## src/rtl/rv_mc_ctrl_pkg.sv

```systemverilog
`default_nettype none
// +----------------------------------------------------------------------------+
// | rv_mc_ctrl_pkg : shared state, opcode and mux-select codes for the core    |
// | Rev 1.0                                                                    |
// +----------------------------------------------------------------------------+
package rv_mc_ctrl_pkg;

    typedef enum logic [3:0] {
        ST_IDLE     = 4'd0,
        ST_FETCH    = 4'd1,
        ST_DECODE   = 4'd2,
        ST_EXEC_R   = 4'd3,
        ST_EXEC_I   = 4'd4,
        ST_EXEC_U   = 4'd5,
        ST_MEM_ADDR = 4'd6,
        ST_MEM_RD   = 4'd7,
        ST_MEM_WR   = 4'd8,
        ST_WB_ALU   = 4'd9,
        ST_WB_MEM   = 4'd10,
        ST_BRANCH   = 4'd11,
        ST_JAL      = 4'd12,
        ST_JALR     = 4'd13,
        ST_TRAP     = 4'd14
    } state_e;

    localparam logic [6:0] OPC_OP     = 7'b0110011;
    localparam logic [6:0] OPC_OPIMM  = 7'b0010011;
    localparam logic [6:0] OPC_LUI    = 7'b0110111;
    localparam logic [6:0] OPC_AUIPC  = 7'b0010111;
    localparam logic [6:0] OPC_LOAD   = 7'b0000011;
    localparam logic [6:0] OPC_STORE  = 7'b0100011;
    localparam logic [6:0] OPC_BRANCH = 7'b1100011;
    localparam logic [6:0] OPC_JAL    = 7'b1101111;
    localparam logic [6:0] OPC_JALR   = 7'b1100111;

    localparam logic [1:0] SRCA_PC     = 2'b00;
    localparam logic [1:0] SRCA_RS1    = 2'b01;
    localparam logic [1:0] SRCA_ZERO   = 2'b10;
    localparam logic [1:0] SRCB_RS2    = 2'b00;
    localparam logic [1:0] SRCB_IMM    = 2'b01;
    localparam logic [1:0] SRCB_FOUR   = 2'b10;
    localparam logic [1:0] ALUOP_ADD   = 2'b00;
    localparam logic [1:0] ALUOP_CMP   = 2'b01;
    localparam logic [1:0] ALUOP_FUNCT = 2'b10;
    localparam logic [1:0] PCSRC_ALU    = 2'b00;
    localparam logic [1:0] PCSRC_ALUOUT = 2'b01;
    localparam logic [1:0] WB_ALUOUT   = 2'b00;
    localparam logic [1:0] WB_MEMDATA  = 2'b01;
    localparam logic [1:0] WB_PC4      = 2'b10;

    function automatic state_e decode_next(input logic [6:0] opcode);
        state_e nxt;
        case (opcode)
            OPC_OP:               nxt = ST_EXEC_R;
            OPC_OPIMM:            nxt = ST_EXEC_I;
            OPC_LUI, OPC_AUIPC:   nxt = ST_EXEC_U;
            OPC_LOAD, OPC_STORE:  nxt = ST_MEM_ADDR;
            OPC_BRANCH:           nxt = ST_BRANCH;
            OPC_JAL:              nxt = ST_JAL;
            OPC_JALR:             nxt = ST_JALR;
            default:              nxt = ST_TRAP;
        endcase
        return nxt;
    endfunction

endpackage
`default_nettype wire

```

## src/rtl/rv_wait_timer.sv

```systemverilog
`default_nettype none
// +----------------------------------------------------------------------------+
// | rv_wait_timer : 8-bit handshake wait counter with timeout compare          |
// | Rev 1.0                                                                    |
// +----------------------------------------------------------------------------+
module rv_wait_timer #(
    parameter int TIMEOUT_CYC = 255
) (
    input  logic clk_i,
    input  logic rst_i,
    input  logic clear_i,
    input  logic enable_i,
    output logic expired_o
);

    // Expired flags the waiting cycle whose increment lands on TIMEOUT_CYC.
    localparam logic [7:0] LAST_CNT = 8'(TIMEOUT_CYC - 1);

    logic [7:0] cnt_q;

    always_ff @(posedge clk_i or posedge rst_i) begin
        if (rst_i) begin
            cnt_q <= 8'd0;
        end else if (clear_i) begin
            cnt_q <= 8'd0;
        end else if (enable_i) begin
            cnt_q <= cnt_q + 8'd1;
        end
    end

    assign expired_o = (cnt_q == LAST_CNT);

endmodule
`default_nettype wire

```

## src/rtl/rv_mc_ctrl.sv

```systemverilog
`default_nettype none
// +----------------------------------------------------------------------------+
// | rv_mc_ctrl : multi-cycle RV32I control FSM with handshake timeout trap     |
// | Rev 1.0                                                                    |
// +----------------------------------------------------------------------------+
module rv_mc_ctrl
    import rv_mc_ctrl_pkg::*;
#(
    parameter int TIMEOUT_CYC = 255
) (
    input  logic       clk_i,
    input  logic       rst_i,
    input  logic [6:0] opcode_i,
    input  logic       imem_ready_i,
    input  logic       dmem_ready_i,
    input  logic       branch_taken_i,
    output logic       imem_req_o,
    output logic       dmem_req_o,
    output logic       mem_write_o,
    output logic       ir_write_o,
    output logic       pc_write_o,
    output logic       reg_write_o,
    output logic [1:0] alu_src_a_o,
    output logic [1:0] alu_src_b_o,
    output logic [1:0] alu_op_o,
    output logic [1:0] pc_src_o,
    output logic [1:0] wb_sel_o,
    output logic       trap_o,
    output logic       bus_err_o,
    output logic [3:0] state_o
);

    state_e state_q, state_d;
    logic   bus_err_q, bus_err_d;
    logic   w_wait_en;
    logic   w_wait_clr;
    logic   w_wait_expired;

    always_ff @(posedge clk_i or posedge rst_i) begin
        if (rst_i) begin
            state_q   <= ST_IDLE;
            bus_err_q <= 1'b0;
        end else begin
            state_q   <= state_d;
            bus_err_q <= bus_err_d;
        end
    end

    // Any state change restarts the wait count, so each handshake state starts at zero.
    assign w_wait_clr = (state_d != state_q);

    rv_wait_timer #(
        .TIMEOUT_CYC (TIMEOUT_CYC)
    ) u_wait_timer (
        .clk_i     (clk_i),
        .rst_i     (rst_i),
        .clear_i   (w_wait_clr),
        .enable_i  (w_wait_en),
        .expired_o (w_wait_expired)
    );

    always_comb begin
        state_d     = state_q;
        bus_err_d   = bus_err_q;
        w_wait_en   = 1'b0;
        imem_req_o  = 1'b0;
        dmem_req_o  = 1'b0;
        mem_write_o = 1'b0;
        ir_write_o  = 1'b0;
        pc_write_o  = 1'b0;
        reg_write_o = 1'b0;
        alu_src_a_o = SRCA_PC;
        alu_src_b_o = SRCB_RS2;
        alu_op_o    = ALUOP_ADD;
        pc_src_o    = PCSRC_ALU;
        wb_sel_o    = WB_ALUOUT;
        trap_o      = 1'b0;

        case (state_q)
            ST_IDLE: state_d = ST_FETCH;
            ST_FETCH: begin
                imem_req_o  = 1'b1;
                alu_src_a_o = SRCA_PC;
                alu_src_b_o = SRCB_FOUR;
                alu_op_o    = ALUOP_ADD;
                if (imem_ready_i) begin
                    ir_write_o = 1'b1;
                    pc_write_o = 1'b1;
                    pc_src_o   = PCSRC_ALU;
                    state_d    = ST_DECODE;
                end else begin
                    w_wait_en = 1'b1;
                    if (w_wait_expired) begin
                        state_d   = ST_TRAP;
                        bus_err_d = 1'b1;
                    end
                end
            end
            ST_DECODE: begin
                alu_src_a_o = SRCA_PC;
                alu_src_b_o = SRCB_IMM;
                alu_op_o    = ALUOP_ADD;
                state_d     = decode_next(opcode_i);
            end
            ST_EXEC_R: begin
                alu_src_a_o = SRCA_RS1;
                alu_src_b_o = SRCB_RS2;
                alu_op_o    = ALUOP_FUNCT;
                state_d     = ST_WB_ALU;
            end
            ST_EXEC_I: begin
                alu_src_a_o = SRCA_RS1;
                alu_src_b_o = SRCB_IMM;
                alu_op_o    = ALUOP_FUNCT;
                state_d     = ST_WB_ALU;
            end
            ST_EXEC_U: begin
                // opcode bit 5 separates LUI (zero + imm) from AUIPC (pc + imm).
                alu_src_a_o = opcode_i[5] ? SRCA_ZERO : SRCA_PC;
                alu_src_b_o = SRCB_IMM;
                alu_op_o    = ALUOP_ADD;
                state_d     = ST_WB_ALU;
            end
            ST_MEM_ADDR: begin
                alu_src_a_o = SRCA_RS1;
                alu_src_b_o = SRCB_IMM;
                alu_op_o    = ALUOP_ADD;
                state_d     = opcode_i[5] ? ST_MEM_WR : ST_MEM_RD;
            end
            ST_MEM_RD, ST_MEM_WR: begin
                dmem_req_o  = 1'b1;
                mem_write_o = (state_q == ST_MEM_WR);
                if (dmem_ready_i) begin
                    state_d = (state_q == ST_MEM_WR) ? ST_FETCH : ST_WB_MEM;
                end else begin
                    w_wait_en = 1'b1;
                    if (w_wait_expired) begin
                        state_d   = ST_TRAP;
                        bus_err_d = 1'b1;
                    end
                end
            end
            ST_WB_ALU: begin
                reg_write_o = 1'b1;
                wb_sel_o    = WB_ALUOUT;
                state_d     = ST_FETCH;
            end
            ST_WB_MEM: begin
                reg_write_o = 1'b1;
                wb_sel_o    = WB_MEMDATA;
                state_d     = ST_FETCH;
            end
            ST_BRANCH: begin
                alu_src_a_o = SRCA_RS1;
                alu_src_b_o = SRCB_RS2;
                alu_op_o    = ALUOP_CMP;
                pc_write_o  = branch_taken_i;
                pc_src_o    = PCSRC_ALUOUT;
                state_d     = ST_FETCH;
            end
            ST_JAL: begin
                pc_write_o  = 1'b1;
                pc_src_o    = PCSRC_ALUOUT;
                reg_write_o = 1'b1;
                wb_sel_o    = WB_PC4;
                state_d     = ST_FETCH;
            end
            ST_JALR: begin
                alu_src_a_o = SRCA_RS1;
                alu_src_b_o = SRCB_IMM;
                alu_op_o    = ALUOP_ADD;
                pc_write_o  = 1'b1;
                pc_src_o    = PCSRC_ALU;
                reg_write_o = 1'b1;
                wb_sel_o    = WB_PC4;
                state_d     = ST_FETCH;
            end
            ST_TRAP: trap_o = 1'b1;
            default: state_d = ST_TRAP;
        endcase
    end

    assign bus_err_o = bus_err_q;
    assign state_o   = state_q;

endmodule
`default_nettype wire
```

## config.mk

```make
export PLATFORM = sky130hd
export DESIGN_NAME = rv_mc_ctrl
export DESIGN_NICKNAME = d
export VERILOG_FILES = /design/src/rtl/rv_mc_ctrl_pkg.sv /design/src/rtl/rv_wait_timer.sv /design/src/rtl/rv_mc_ctrl.sv
export SDC_FILE = /design/constraint.sdc
export NUM_CORES = 1
export LEC_CHECK = 0
export ABC_CLOCK_PERIOD_IN_PS = 4800
export BUFFER_PORTS_ARGS = -buffer_cell sky130_fd_sc_hd__buf_4
export CAP_MARGIN = 20
export CORE_UTILIZATION = 25
export CTS_BUF_LIST = sky130_fd_sc_hd__clkbuf_8
export CTS_CLUSTER_DIAMETER = 40
export DETAILED_ROUTE_END_ITERATION = 6
export PLACE_DENSITY = 0.53
export SLEW_MARGIN = 20
export SYNTH_ARGS = -nofsm -noshare
export SYNTH_HDL_FRONTEND = slang
export SYNTH_SLANG_ARGS = --single-unit
```

## constraint.sdc

```tcl
create_clock -name clk_i -period 4.8 [get_ports clk_i]
set_clock_uncertainty 0.05 [all_clocks]
set_input_delay 0.72 -clock clk_i [delete_from_list [all_inputs] [get_ports clk_i]]
set_output_delay 0.72 -clock clk_i [all_outputs]
set_load 0.005 [all_outputs]
```

==> impl_metrics.tcl <==
set metrics [dict create \
    cts_tree "built" \
    grt_pass1_wl_um 5400 \
    seq_area_um2 325 \
    tightest_slew_ns 0.875 \
    r2r_start "state_o[3]$_DFF_PP0_" \
    finalCriticalPeriod_ns 2.84 \
    synthTopCellsByCount "14 x nand2_1, 13 x dfrtp_1, 13 x nor2_1" \
    seq_area_frac_synth 0.250 \
    grt_antenna_before_repair 0 \
    clock-sinks 13 \
    die_w_um 74.2 \
    endpoint_kind "output port" \
    path_clk_slew_ns 0.06 \
    clkPwrFrac 0.103 \
    async_reset_ff_frac 1.00 \
    cts_setup_buffers 0 \
    pre_cts_ws_ns 2.20 \
    multi_input_area_um2 882 \
    p_comb_frac 0.638 \
    status "complete, no violations" \
    area_growth_pct 23.2 \
    track_usage 0.128 \
    synth_area_um2 1300 \
    whs_ns 0.455 \
    critPathKind "register to output port" \
    die_h_um 74.2 \
    power_uw 922 \
    switching_share 0.502 \
    p_sw_uw 463 \
    ios 34 \
    first_pass_iters 4 \
    dp_hpwl_um 2470 \
    yosysWarnings 0 \
    utilization 0.329 \
    cp-startpoint "state_o[1]$_DFF_PP0_" \
    drive_above_1_share 0.295 \
    crit_required_ns 4.03 \
    cts_made_buffers 3 \
    max_freq_mhz 352 \
    fin_crit_sh 0.591 \
    yosys.area.top_type_share 0.250 \
    htree_levels 1 \
    synth.most_common_cell "nand2_1" \
    synth-main-ff-cell "dfrtp_1" \
    reg2reg_setup_slack_ns 2.21 \
    finalSetupViolCount 0 \
    maxCapViolCount 0 \
    hp-class "input port to asynchronous set/reset pin" \
    cts_buffer_depth 2 \
    postCtsResizedCells 0 \
    seqPwrFrac 0.260 \
    yosys.area.top_type "dfrtp_1" \
    power.density_nw_per_um2 574 \
    routed_wl_um 3280 \
    vias 1195 \
    worstPathMaxFanout 24 \
    rsz0062_at_grt "false" \
    start_kind "register" \
    maxSlewViolCount 0 \
    gp_congestion 0.761 \
    grt_max_degree 26 \
    crit_arrival_ns 2.07 \
    drc 0 \
    p_leak_uw 0.000697 \
    wl_per_cell_um 13.1 \
    ctsHoldBuffers 0 \
    die_area_um2 5510 \
    cts-root-buf "clkbuf_8" \
    hold_violations 0 \
    ys_ff_latch 13 \
    final_nets 198 \
    synth-edff-count 0 \
    synth_area_per_cell_um2 8.25 \
    clk_latency_ns 0.24 \
    p_int_uw 459 \
    layout_setup_ws_ns 1.96 \
    synth_nets 172 \
    postRouteAntennaNets 0 \
    grt_pass1_vias 1110 \
    yosysUniqueCellTypes 51 \
    fin_tns_setup_ns 0 \
    num_antenna_cells 0 \
    routed_via_density 4.78 \
    gr-total-overflow 0 \
    drtIter0Drc 46 \
    yosys-top-cells-area "dfrtp_1 25%, nor3_2 6.1%, nand2_1 4.0%" \
    irDropWorstVdd_mv 0.262 \
    row_count 25 \
    nFillCells 563 \
    initial_core_util 0.267 \
    slew_headroom 0.416 \
    core_area_um2 4880 \
    syn_inst 158 \
    numPortBuffers 32 \
]
flip-flops by register name (all words and copies together) (netlist names):
name	cells
u_wait_timer.cnt_q	8
bus_err_o	1
state_o	4
power by group through the flow:
| stage | sequential (uW) | clock [uW] | combinational [uW] |
|---|---|---|---|
| detailed placement | 245 | 0 | 593 |
| CTS | 243 | 98.5 | 595 |
| global route | 253 | 102 | 654 |
| finish | 239 | 94.8 | 588 |
| global placement | 243 | 0 | 591 |
| floorplan | 157 | 0 | 502 |
cell type report:
class | count | area share
multi-input cells | 126 | 0.549
flip-flops and latches | 13 | 0.202
repair buffers | 32 | 0.150
well taps | 67 | 0.0522
clock buffers | 3 | 0.0257
inverters | 8 | 0.0187
clock inverters | 1 | 0.00234
final timing paths:
path	to	depth (start not counted)
worst max-delay path	pc_src_o[0]	4
worst min-delay path	u_wait_timer.cnt_q[3]$_DFFE_PP0P_	2
worst max register to register	u_wait_timer.cnt_q[6]$_DFFE_PP0P_	6
worst min register to register	bus_err_o$_DFFE_PP0P_	1
max in group asynchronous	bus_err_o$_DFFE_PP0P_	2
min in group clk_i	bus_err_o$_DFFE_PP0P_	1
stage by stage:
step,cell area [um2],std cells
2_1_floorplan,1300,158
3_3_place_gp,1560,246
4_1_cts,1610,250
6_report,1610,250
5_1_grt,1610,250
3_5_place_dp,1560,246
layout by cell type (no fill, tap or decap), types with 2 or more instances in the layout:
cell type and instances:
nand4_1 2, o21ai_0 10, and3b_1 2, o21ai_1 2, nand2b_1 5, or2_2 2
o31ai_1 2, nor3_1 2, buf_4 32, clkbuf_8 3, a21boi_1 2, xnor2_1 6
nor3_2 8, dfrtp_1 13, nand3_1 6, inv_1 9, and3_1 4, nor2_1 13
ha_1 2, nand2_1 14, nor2b_1 5, xor2_1 2, o21bai_1 2, nor4b_4 2
a21oi_1 10
cells by family after synthesis:
| group | Yosys count | synth area share |
|---|---|---|
| and+or+nand+nor | 74 | 0.363 |
| AOI/OAI and AO/OA | 40 | 0.226 |
| buffers and inverters | 19 | 0.0739 |
| DFF | 13 | 0.250 |
| xor gates and xnor gates | 8 | 0.0537 |
| adders and majority gates | 2 | 0.0192 |
| other | 1 | 0.00288 |
| muxes | 1 | 0.0115 |
layer usage:
metal,vias to the layer above,part of all wire,global-route usage
met1,550,0.53,0.186
met5,-,0,0
li1,606,-,-
met3,2,0.036,0.0257
met2,37,0.43,0.197
met4,0,0.0043,0.0252
worst max-delay path, cell delays in order (launching register included):
cell and delay (ns):
dfrtp_1 0.91, nand2_1 0.33, o22a_1 0.31, nor2b_1 0.14
buf_4 0.13
(Power assumes the default switching activity.)
